File: config.mk
export PLATFORM = sky130hd
export DESIGN_NAME = instr_seq_ctrl
export DESIGN_NICKNAME = d
export VERILOG_FILES = /design/src/rtl/instr_seq_ctrl.sv
export SDC_FILE = /design/constraint.sdc
export NUM_CORES = 1
export LEC_CHECK = 0
export CORE_MARGIN = 5
export CORE_UTILIZATION = 43
export DETAILED_ROUTE_END_ITERATION = 10
export GPL_TIMING_DRIVEN = 0
export PLACE_DENSITY_LB_ADDON = 0.12
export RECOVER_POWER = 100
export SETUP_SLACK_MARGIN = 0.15
export SLEW_MARGIN = 20
export SYNTH_ARGS = -nofsm -noshare
export SYNTH_HDL_FRONTEND = slang
export SYNTH_SLANG_ARGS = --single-unit
File: constraint.sdc
create_clock -name clk -period 2.3 [get_ports clk]
set_input_delay 0.46 -clock clk [delete_from_list [all_inputs] [get_ports clk]]
set_output_delay 0.46 -clock clk [all_outputs]
set_load 0.01 [all_outputs]
File: src/rtl/instr_seq_ctrl.sv
// instr_seq_ctrl -- multi-cycle instruction sequencer for the basic processor.
//
// Walks every instruction through FETCH -> DECODE -> EXEC -> (MEM) -> WB.
// Instructions are fetched over an imem req/ack handshake. The instruction
// register drives the datapath, and alu_en marks the cycle in which the
// datapath result is sampled. Loads run over a dmem req/ack handshake. Each
// instruction ends with exactly one register-file write strobe. Illegal
// opcodes and handshakes that wait too long park the sequencer in TRAP until
// reset.
//
// Ports
//   clk, reset            clock, synchronous active-high reset
//   imem_req/addr         fetch request and address (= pc)
//   imem_ack/rdata        fetch completion and instruction word
//   instruction           latched instruction register
//   alu_en, alu_result    datapath sample strobe, datapath result
//   dmem_req/addr/byte    load request, address, byte(1)/word(0) select
//   dmem_ack/rdata        load completion and data
//   rf_we/waddr/wdata     register-file write port
//   pc, retired           program counter, retired-instruction count
//   illegal, bus_err      sticky trap flags
module instr_seq_ctrl #(
  parameter logic [31:0] RESET_PC    = 32'h0000_0000,
  parameter int          MEM_TIMEOUT = 16,
  parameter int          CNT_W       = 16
) (
  input  logic             clk,
  input  logic             reset,
  output logic             imem_req,
  output logic [31:0]      imem_addr,
  input  logic             imem_ack,
  input  logic [31:0]      imem_rdata,
  output logic [31:0]      instruction,
  output logic             alu_en,
  input  logic [31:0]      alu_result,
  output logic             dmem_req,
  output logic [31:0]      dmem_addr,
  output logic             dmem_byte,
  input  logic             dmem_ack,
  input  logic [31:0]      dmem_rdata,
  output logic             rf_we,
  output logic [4:0]       rf_waddr,
  output logic [31:0]      rf_wdata,
  output logic [31:0]      pc,
  output logic [CNT_W-1:0] retired,
  output logic             illegal,
  output logic             bus_err
);

  localparam int                TO_W    = $clog2(MEM_TIMEOUT + 1);
  localparam logic [TO_W-1:0]   TO_LAST = TO_W'(MEM_TIMEOUT - 1);

  localparam logic [6:0] OP_ADD = 7'h00;
  localparam logic [6:0] OP_SUB = 7'h01;
  localparam logic [6:0] OP_LDB = 7'h10;
  localparam logic [6:0] OP_LDW = 7'h11;

  typedef enum logic [2:0] {
    S_FETCH,
    S_DECODE,
    S_EXEC,
    S_MEM,
    S_WB,
    S_TRAP
  } state_t;

  state_t            state_reg;
  logic [31:0]       pc_reg;
  logic [31:0]       ir_reg;
  logic [CNT_W-1:0]  retired_reg;
  logic [TO_W-1:0]   tmo_cnt_reg;
  logic              imem_req_reg;
  logic              dmem_req_reg;
  logic [31:0]       dmem_addr_reg;
  logic              dmem_byte_reg;
  logic              alu_en_reg;
  logic              rf_we_reg;
  logic [31:0]       rf_wdata_reg;
  logic              illegal_reg;
  logic              bus_err_reg;

  logic [6:0]        opcode;
  logic              op_legal;
  logic              op_load;

  assign opcode   = ir_reg[31:25];
  assign op_load  = (opcode == OP_LDB) || (opcode == OP_LDW);
  assign op_legal = (opcode == OP_ADD) || (opcode == OP_SUB) || op_load;

  always_ff @(posedge clk) begin
    if (reset) begin
      state_reg     <= S_FETCH;
      pc_reg        <= RESET_PC;
      ir_reg        <= '0;
      retired_reg   <= '0;
      tmo_cnt_reg   <= '0;
      imem_req_reg  <= 1'b0;
      dmem_req_reg  <= 1'b0;
      dmem_addr_reg <= '0;
      dmem_byte_reg <= 1'b0;
      alu_en_reg    <= 1'b0;
      rf_we_reg     <= 1'b0;
      rf_wdata_reg  <= '0;
      illegal_reg   <= 1'b0;
      bus_err_reg   <= 1'b0;
    end else begin
      case (state_reg)
        S_FETCH: begin
          // Coming out of reset the request is still low; raise it here.
          // Any ack seen before the request is up is ignored.
          if (!imem_req_reg) begin
            imem_req_reg <= 1'b1;
            tmo_cnt_reg  <= '0;
          end else if (imem_ack) begin
            ir_reg       <= imem_rdata;
            imem_req_reg <= 1'b0;
            state_reg    <= S_DECODE;
          end else if (tmo_cnt_reg == TO_LAST) begin
            // The ack check above has priority, so an ack in the
            // final allowed cycle still completes the fetch.
            bus_err_reg  <= 1'b1;
            imem_req_reg <= 1'b0;
            state_reg    <= S_TRAP;
          end else begin
            tmo_cnt_reg  <= tmo_cnt_reg + 1'b1;
          end
        end

        S_DECODE: begin
          if (op_legal) begin
            alu_en_reg  <= 1'b1;
            state_reg   <= S_EXEC;
          end else begin
            illegal_reg <= 1'b1;
            state_reg   <= S_TRAP;
          end
        end

        S_EXEC: begin
          alu_en_reg <= 1'b0;
          if (op_load) begin
            dmem_addr_reg <= alu_result;
            dmem_byte_reg <= (opcode == OP_LDB);
            dmem_req_reg  <= 1'b1;
            tmo_cnt_reg   <= '0;
            state_reg     <= S_MEM;
          end else begin
            rf_wdata_reg  <= alu_result;
            rf_we_reg     <= 1'b1;
            state_reg     <= S_WB;
          end
        end

        S_MEM: begin
          if (dmem_ack) begin
            rf_wdata_reg <= dmem_byte_reg ? {24'h00_0000, dmem_rdata[7:0]} : dmem_rdata;
            dmem_req_reg <= 1'b0;
            rf_we_reg    <= 1'b1;
            state_reg    <= S_WB;
          end else if (tmo_cnt_reg == TO_LAST) begin
            bus_err_reg  <= 1'b1;
            dmem_req_reg <= 1'b0;
            state_reg    <= S_TRAP;
          end else begin
            tmo_cnt_reg  <= tmo_cnt_reg + 1'b1;
          end
        end

        S_WB: begin
          rf_we_reg    <= 1'b0;
          pc_reg       <= pc_reg + 32'd4;
          retired_reg  <= retired_reg + 1'b1;
          // Raise the next fetch request directly so that back-to-back
          // instructions have no idle cycle between them.
          imem_req_reg <= 1'b1;
          tmo_cnt_reg  <= '0;
          state_reg    <= S_FETCH;
        end

        S_TRAP: begin
          // Everything stays frozen until reset.
        end

        default: state_reg <= S_TRAP;
      endcase
    end
  end

  assign imem_req    = imem_req_reg;
  assign imem_addr   = pc_reg;
  assign instruction = ir_reg;
  assign alu_en      = alu_en_reg;
  assign dmem_req    = dmem_req_reg;
  assign dmem_addr   = dmem_addr_reg;
  assign dmem_byte   = dmem_byte_reg;
  assign rf_we       = rf_we_reg;
  assign rf_waddr    = ir_reg[24:20];
  assign rf_wdata    = rf_wdata_reg;
  assign pc          = pc_reg;
  assign retired     = retired_reg;
  assign illegal     = illegal_reg;
  assign bus_err     = bus_err_reg;

endmodule

; ---- Word level (Yosys, flattened, before mapping)
; Index checks and enable logic that the tools add are counted.
[totals]
word_cells = 93
regBits = 159
[classes]
add_sub_neg = 3
mux = 35
bitwise_logic = 2
eq_ne = 18
reduce_logical = 21
[ops]
columns = cell, count
row1 = $mux W32, 3
row2 = $pmux W32 S2, 1
row3 = $add A32 B3 Y32 const B, 1
row4 = $mux W5, 5
row5 = $pmux W5 S4, 1
row6 = $mux W3, 6
row7 = $pmux W3 S6, 1
row8 = $add A16 B1 Y16 const B, 1
row9 = $eq A7 B5 Y1 const B, 2
row10 = $ne A2 B2 Y1 const B, 7
row11 = $mux W1, 13
row12 = $reduce_and A3 Y1, 4
row13 = $pmux W1 S2, 4
row14 = $reduce_and A2 Y1, 4
row15 = $reduce_and A4 Y1, 2
row16 = $reduce_bool A2 Y1, 4
row17 = $eq A7 B1 Y1 const B, 1
row18 = $logic_not A7 Y1, 1
row19 = $eq A3 B2 Y1 const B, 2
row20 = $eq A3 B3 Y1 const B, 2
row21 = $ne A3 B3 Y1 const B, 2
row22 = $add A5 B1 Y5 const B, 1
row23 = $eq A5 B4 Y1 const B, 1
row24 = $reduce_bool A4 Y1, 1
row25 = other kinds (6), 9

; ---- Longest topological paths before layout
[logic_depth]
word_depth = 5
depth_mapped = 8

; ---- Worst setup path after synthesis
; OpenSTA, ideal clock, no wires.
[synth_timing]
path_type = register to register
startpoint = reg pc_reg[7], in the netlist imem_addr[7]
endpoint = reg pc_reg[31], in the netlist imem_addr[31]
arrival_time_ns = 2.015
required_ns = 2.179
n_path_buf = 2
setup_slack_ns = 0.164
path_stages_with_launch = 7
cell_sequence = dfxtp_1 -> nand4_1 -> or4_1 -> clkbuf_1 -> buf_2 -> nor4_1 -> mux2_2
[synth_between]
elab_chain_len = 1
[synth_rtl]
columns = item, line
row1 = start: declaration, 68  ; logic [31:0] pc_reg;
row2 = start signal: assignment, 171  ; pc_reg <= pc_reg + 32'd4;
row3 = $add A32 B3 Y32, 171
; Every way passes these cells.
; A chain may end at the register's enable or synchronous reset.

; ---- Final worst setup path
[layout_timing]
startpoint = reg state_reg[0]
endpoint = reg pc_reg[23], in the netlist imem_addr[23]
[layout_between]
elab_chain_len = 1
[layout_rtl]
columns = item, line
row1 = start: declaration, 67  ; state_t state_reg;
row2 = start signal: assignment, 92  ; state_reg <= S_FETCH;
row3 = start signal: assignment, 117  ; state_reg <= S_DECODE;
row4 = start signal: assignment, 123  ; state_reg <= S_TRAP;
row5 = $eq A3 B3 Y1, 107  ; case (state_reg)
; Every way passes these cells.

==> results.yml <==
cts:
  clockRootBuffer: "clkbuf_16"
  insertion_delay_ps: 420
  cts_tree: "done"
  clkSinkCount: 157
  numCtsBuffers: 17
  cts.path.max_buffers: 2
  htree_num_levels: 4
  clk_pin_slew_ps: 60
grt:
  grt_pass1_vias: 7096
  overflow: 0
  grt_max_degree: 17
  grt_pass1_wl_um: 37600
  track_usage: 0.238
  antenna_found_initial: 0
cells_and_area:
  fill_cells: 1383
  multiInputGateArea_mm2: 0.00342
  final_util: 0.689
  diodes: 0
  syn_to_final_growth_pct: 56.5
  regArea_mm2: 0.00316
  final_nets: 1294
  drive_above_1_share: 0.122
placement:
  place_ws_ps: -353
  port-buffer-count: 282
  gp_congestion: 0.889
  dp_hpwl_um: 17800
die:
  die_y_um: 138
  fp.dieArea_mm2: 0.0190
  start_util: 0.440
  die_w_um: 138
  fp-row-count: 46
  io_pins: 288
  placeableCoreArea_mm2: 0.0160
routing:
  wl_per_cell_um: 16.9
  dr.pass1.iters: 4
  route.detailed.drc: 0
  antenna_left: 0
  drtIter0Drc: 352
  routed_wl_um: 23900
  viasPerCell: 5.29
  vias: 7514
critical_path:
  r2r-start: "state_reg[0]$_SDFFE_PP0P_"
  critPathMaxFanout: 4
  reg2reg_slack_ps: 140
  worst_path_most_repeated_cell: "clkbuf_1"
  cpMaxStageDelayCell: "or3b_1"
  cp.required_ps: 2570
  cp_data_arrival_time_ps: 2440
  cpPeakStageDelay_ps: 370
  setup.worst_path.end: "imem_addr[23]$_SDFFE_PP0P_"
  r2r-end: "imem_addr[23]$_SDFFE_PP0P_"
  criticalPathCategory: "reg -> reg"
  crit_start: "state_reg[0]$_SDFFE_PP0P_"
  endpoint_kind: "flop"
  reg2reg_depth: 9
  worstPathCellList: "clkbuf_1, or3b_1, clkbuf_1, or3_1, buf_6, buf_8, buf_4, o31ai_1, a21oi_2"
  crit_path_start_kind: "flop"
power:
  powerDensity_mw_per_mm2: 577
  netSwitchingPower_uw: 1510
  vdd_drop_max_mv: 0.498
  sequentialPowerShare: 0.444
  p_total_uw: 6370
  swShare: 0.237
  pwr-share-comb: 0.111
  p_int_uw: 4860
  power_frac_clock: 0.446
  power_leakage_uw: 0.00447
sta:
  setup_slack_ps: 136
  rsz0062_at_grt: "true"
  setup_violations: 0
  period_share: 0.941
  tightest_slew_ps: 707
  fmax_ghz: 0.462
  skew_ps: 11.4
  slew_viol_final: 0
  relSlewSlack: 0.529
  fin_crit_ps: 2160
  hold_viol: 0
  setup_tns_ps: 0
synthesis:
  synthXorXnorAreaFrac: 0.0249
  ys.flop_type: "dfxtp_1"
  synth.most_common_cell: "nand2_1"
  synth_mux_area_frac: 0.00781
  synth_cell_types: 52
  yosys-top-cells-area: "dfxtp_1 45%, nand2_1 9.4%, a21oi_1 8.5%, buf_4 4.2%, a211oi_1 3.0%"
  synth_fa_ha_area_frac: 0.00533
  post-synth-top-area-fraction: 0.446
  synth_commonest_cells: "177 x nand2_1, 157 x dfxtp_1, 120 x a21oi_1, 55 x clkbuf_1, 39 x buf_4"
  synth_top_family_by_area: "simple AND/OR/NAND/NOR gates"
  yosys_warnings: 0
  yosys.area.top_type: "dfxtp_1"
  ys_ff_latch: 157
  avgSynthCellArea_um2: 8.08
  synth-simple-area-share: 0.261
  ys_seq_area_frac: 0.446
  synth_edf_count: 0
  syn_area_mm2: 0.00705
  syn_inst: 872
  synth_compound_area_frac: 0.169
  async_reset_ff_frac: 0
flow_run:
  max_cap_viol_count: 0
run_status:
  status: "finished clean"
min_path:
  hold_path_class: "reg -> reg"
-- power by group through the flow --
stage	logic [uW]	registers (uW)	clock network (uW)
after floorplan	284	2910	0
after global placement	705	2890	0
after detailed placement	710	2890	0
after CTS	723	2830	2880
after global routing	763	2830	3000
final	705	2820	2840
-- cell usage in the layout, fill, tap and decap left out, types with 4 or more instances in the layout --
cell / count
clkbuf_16: 17
nor2b_1: 4
dfxtp_4: 4
nand2_1: 177
or4_4: 4
and4_1: 5
clkbuf_8: 4
o31ai_1: 11
and3_1: 7
nor3_1: 34
dlygate4sd3_1: 179
o21ai_0: 15
a311oi_1: 8
nand3_1: 16
clkbuf_2: 25
nor2_1: 35
or4_1: 10
dfxtp_2: 4
clkdlybuf4s50_1: 103
conb_1: 4
a21oi_1: 118
a211oi_1: 28
or3_1: 13
nor3b_1: 25
buf_4: 51
inv_1: 8
xor2_1: 12
dfxtp_1: 149
xnor2_1: 8
nand4_1: 13
nor4_1: 6
clkbuf_1: 38
-- area by class of cell --
class	instances	area share
flip-flops and latches	157	0.287
repair buffers	297	0.266
inverters	8	0.00272
clock buffers	23	0.0442
well taps	216	0.0245
multi-input cells	603	0.310
plain buffers	107	0.0558
clock inverters	9	0.00998
-- routing by layer --
metal  vias up  track usage  wire length [um]
met3        38       0.0962              2230
met1      3541        0.275              9330
met2       261        0.407             11800
met5         -            0                 0
met4         0       0.0728               522
li1       3674            -                 -
-- worst min-delay path by stage --
stage	from	end	slack (ps)	cells past startpoint
after floorplan	tmo_cnt_reg[4]$_SDFFE_PP0P_	tmo_cnt_reg[4]$_SDFFE_PP0P_	410	2
after global placement	tmo_cnt_reg[4]$_SDFFE_PP0P_	tmo_cnt_reg[4]$_SDFFE_PP0P_	430	2
after detailed placement	tmo_cnt_reg[4]$_SDFFE_PP0P_	tmo_cnt_reg[4]$_SDFFE_PP0P_	430	2
after CTS	tmo_cnt_reg[4]$_SDFFE_PP0P_	tmo_cnt_reg[4]$_SDFFE_PP0P_	430	2
after global routing	tmo_cnt_reg[4]$_SDFFE_PP0P_	tmo_cnt_reg[4]$_SDFFE_PP0P_	470	2
final	tmo_cnt_reg[4]$_SDFFE_PP0P_	tmo_cnt_reg[4]$_SDFFE_PP0P_	440	2
-- cell families (layout without fill, tap and decap cells) --
kind of cell | after synthesis | in the layout
and+or+nand+nor | 371 | 371
AOI/OAI and AO/OA | 200 | 200
DFF | 157 | 157
buffers and inverters | 115 | 444
xor gates and xnor gates | 20 | 20
muxes | 5 | 5
adders and majority gates | 3 | 3
other | 1 | 4
-- repair_timing --
| action | CTS | global route |
|---|---|---|
| hold buffers | 0 | 0 |
| setup buffers | 8 | 7 |
| setup endpoints to repair | 89 | 115 |
| gates resized for setup | 38 | 67 |
| pin swaps | 5 | 8 |
| cloned | 0 | 0 |
-- worst max-delay path: cells and delay by family (launching register included) --
kind	cells	cell delay, ps
AO/OA/AOI/OAI	2	400
AND/OR/NAND/NOR	2	700
flip-flops	1	290
buffers and inverters	5	630
-- through the flow --
step / instances / hold slack [ps] / area, um2
floorplan: 875 / 413 / 7060
global placement: 1373 / 429 / 10200
detailed placement: 1373 / 426 / 10200
CTS: 1413 / 435 / 10900
global route: 1420 / 469 / 11000
finish: 1420 / 441 / 11000
Power figures use the tool's default switching activity.
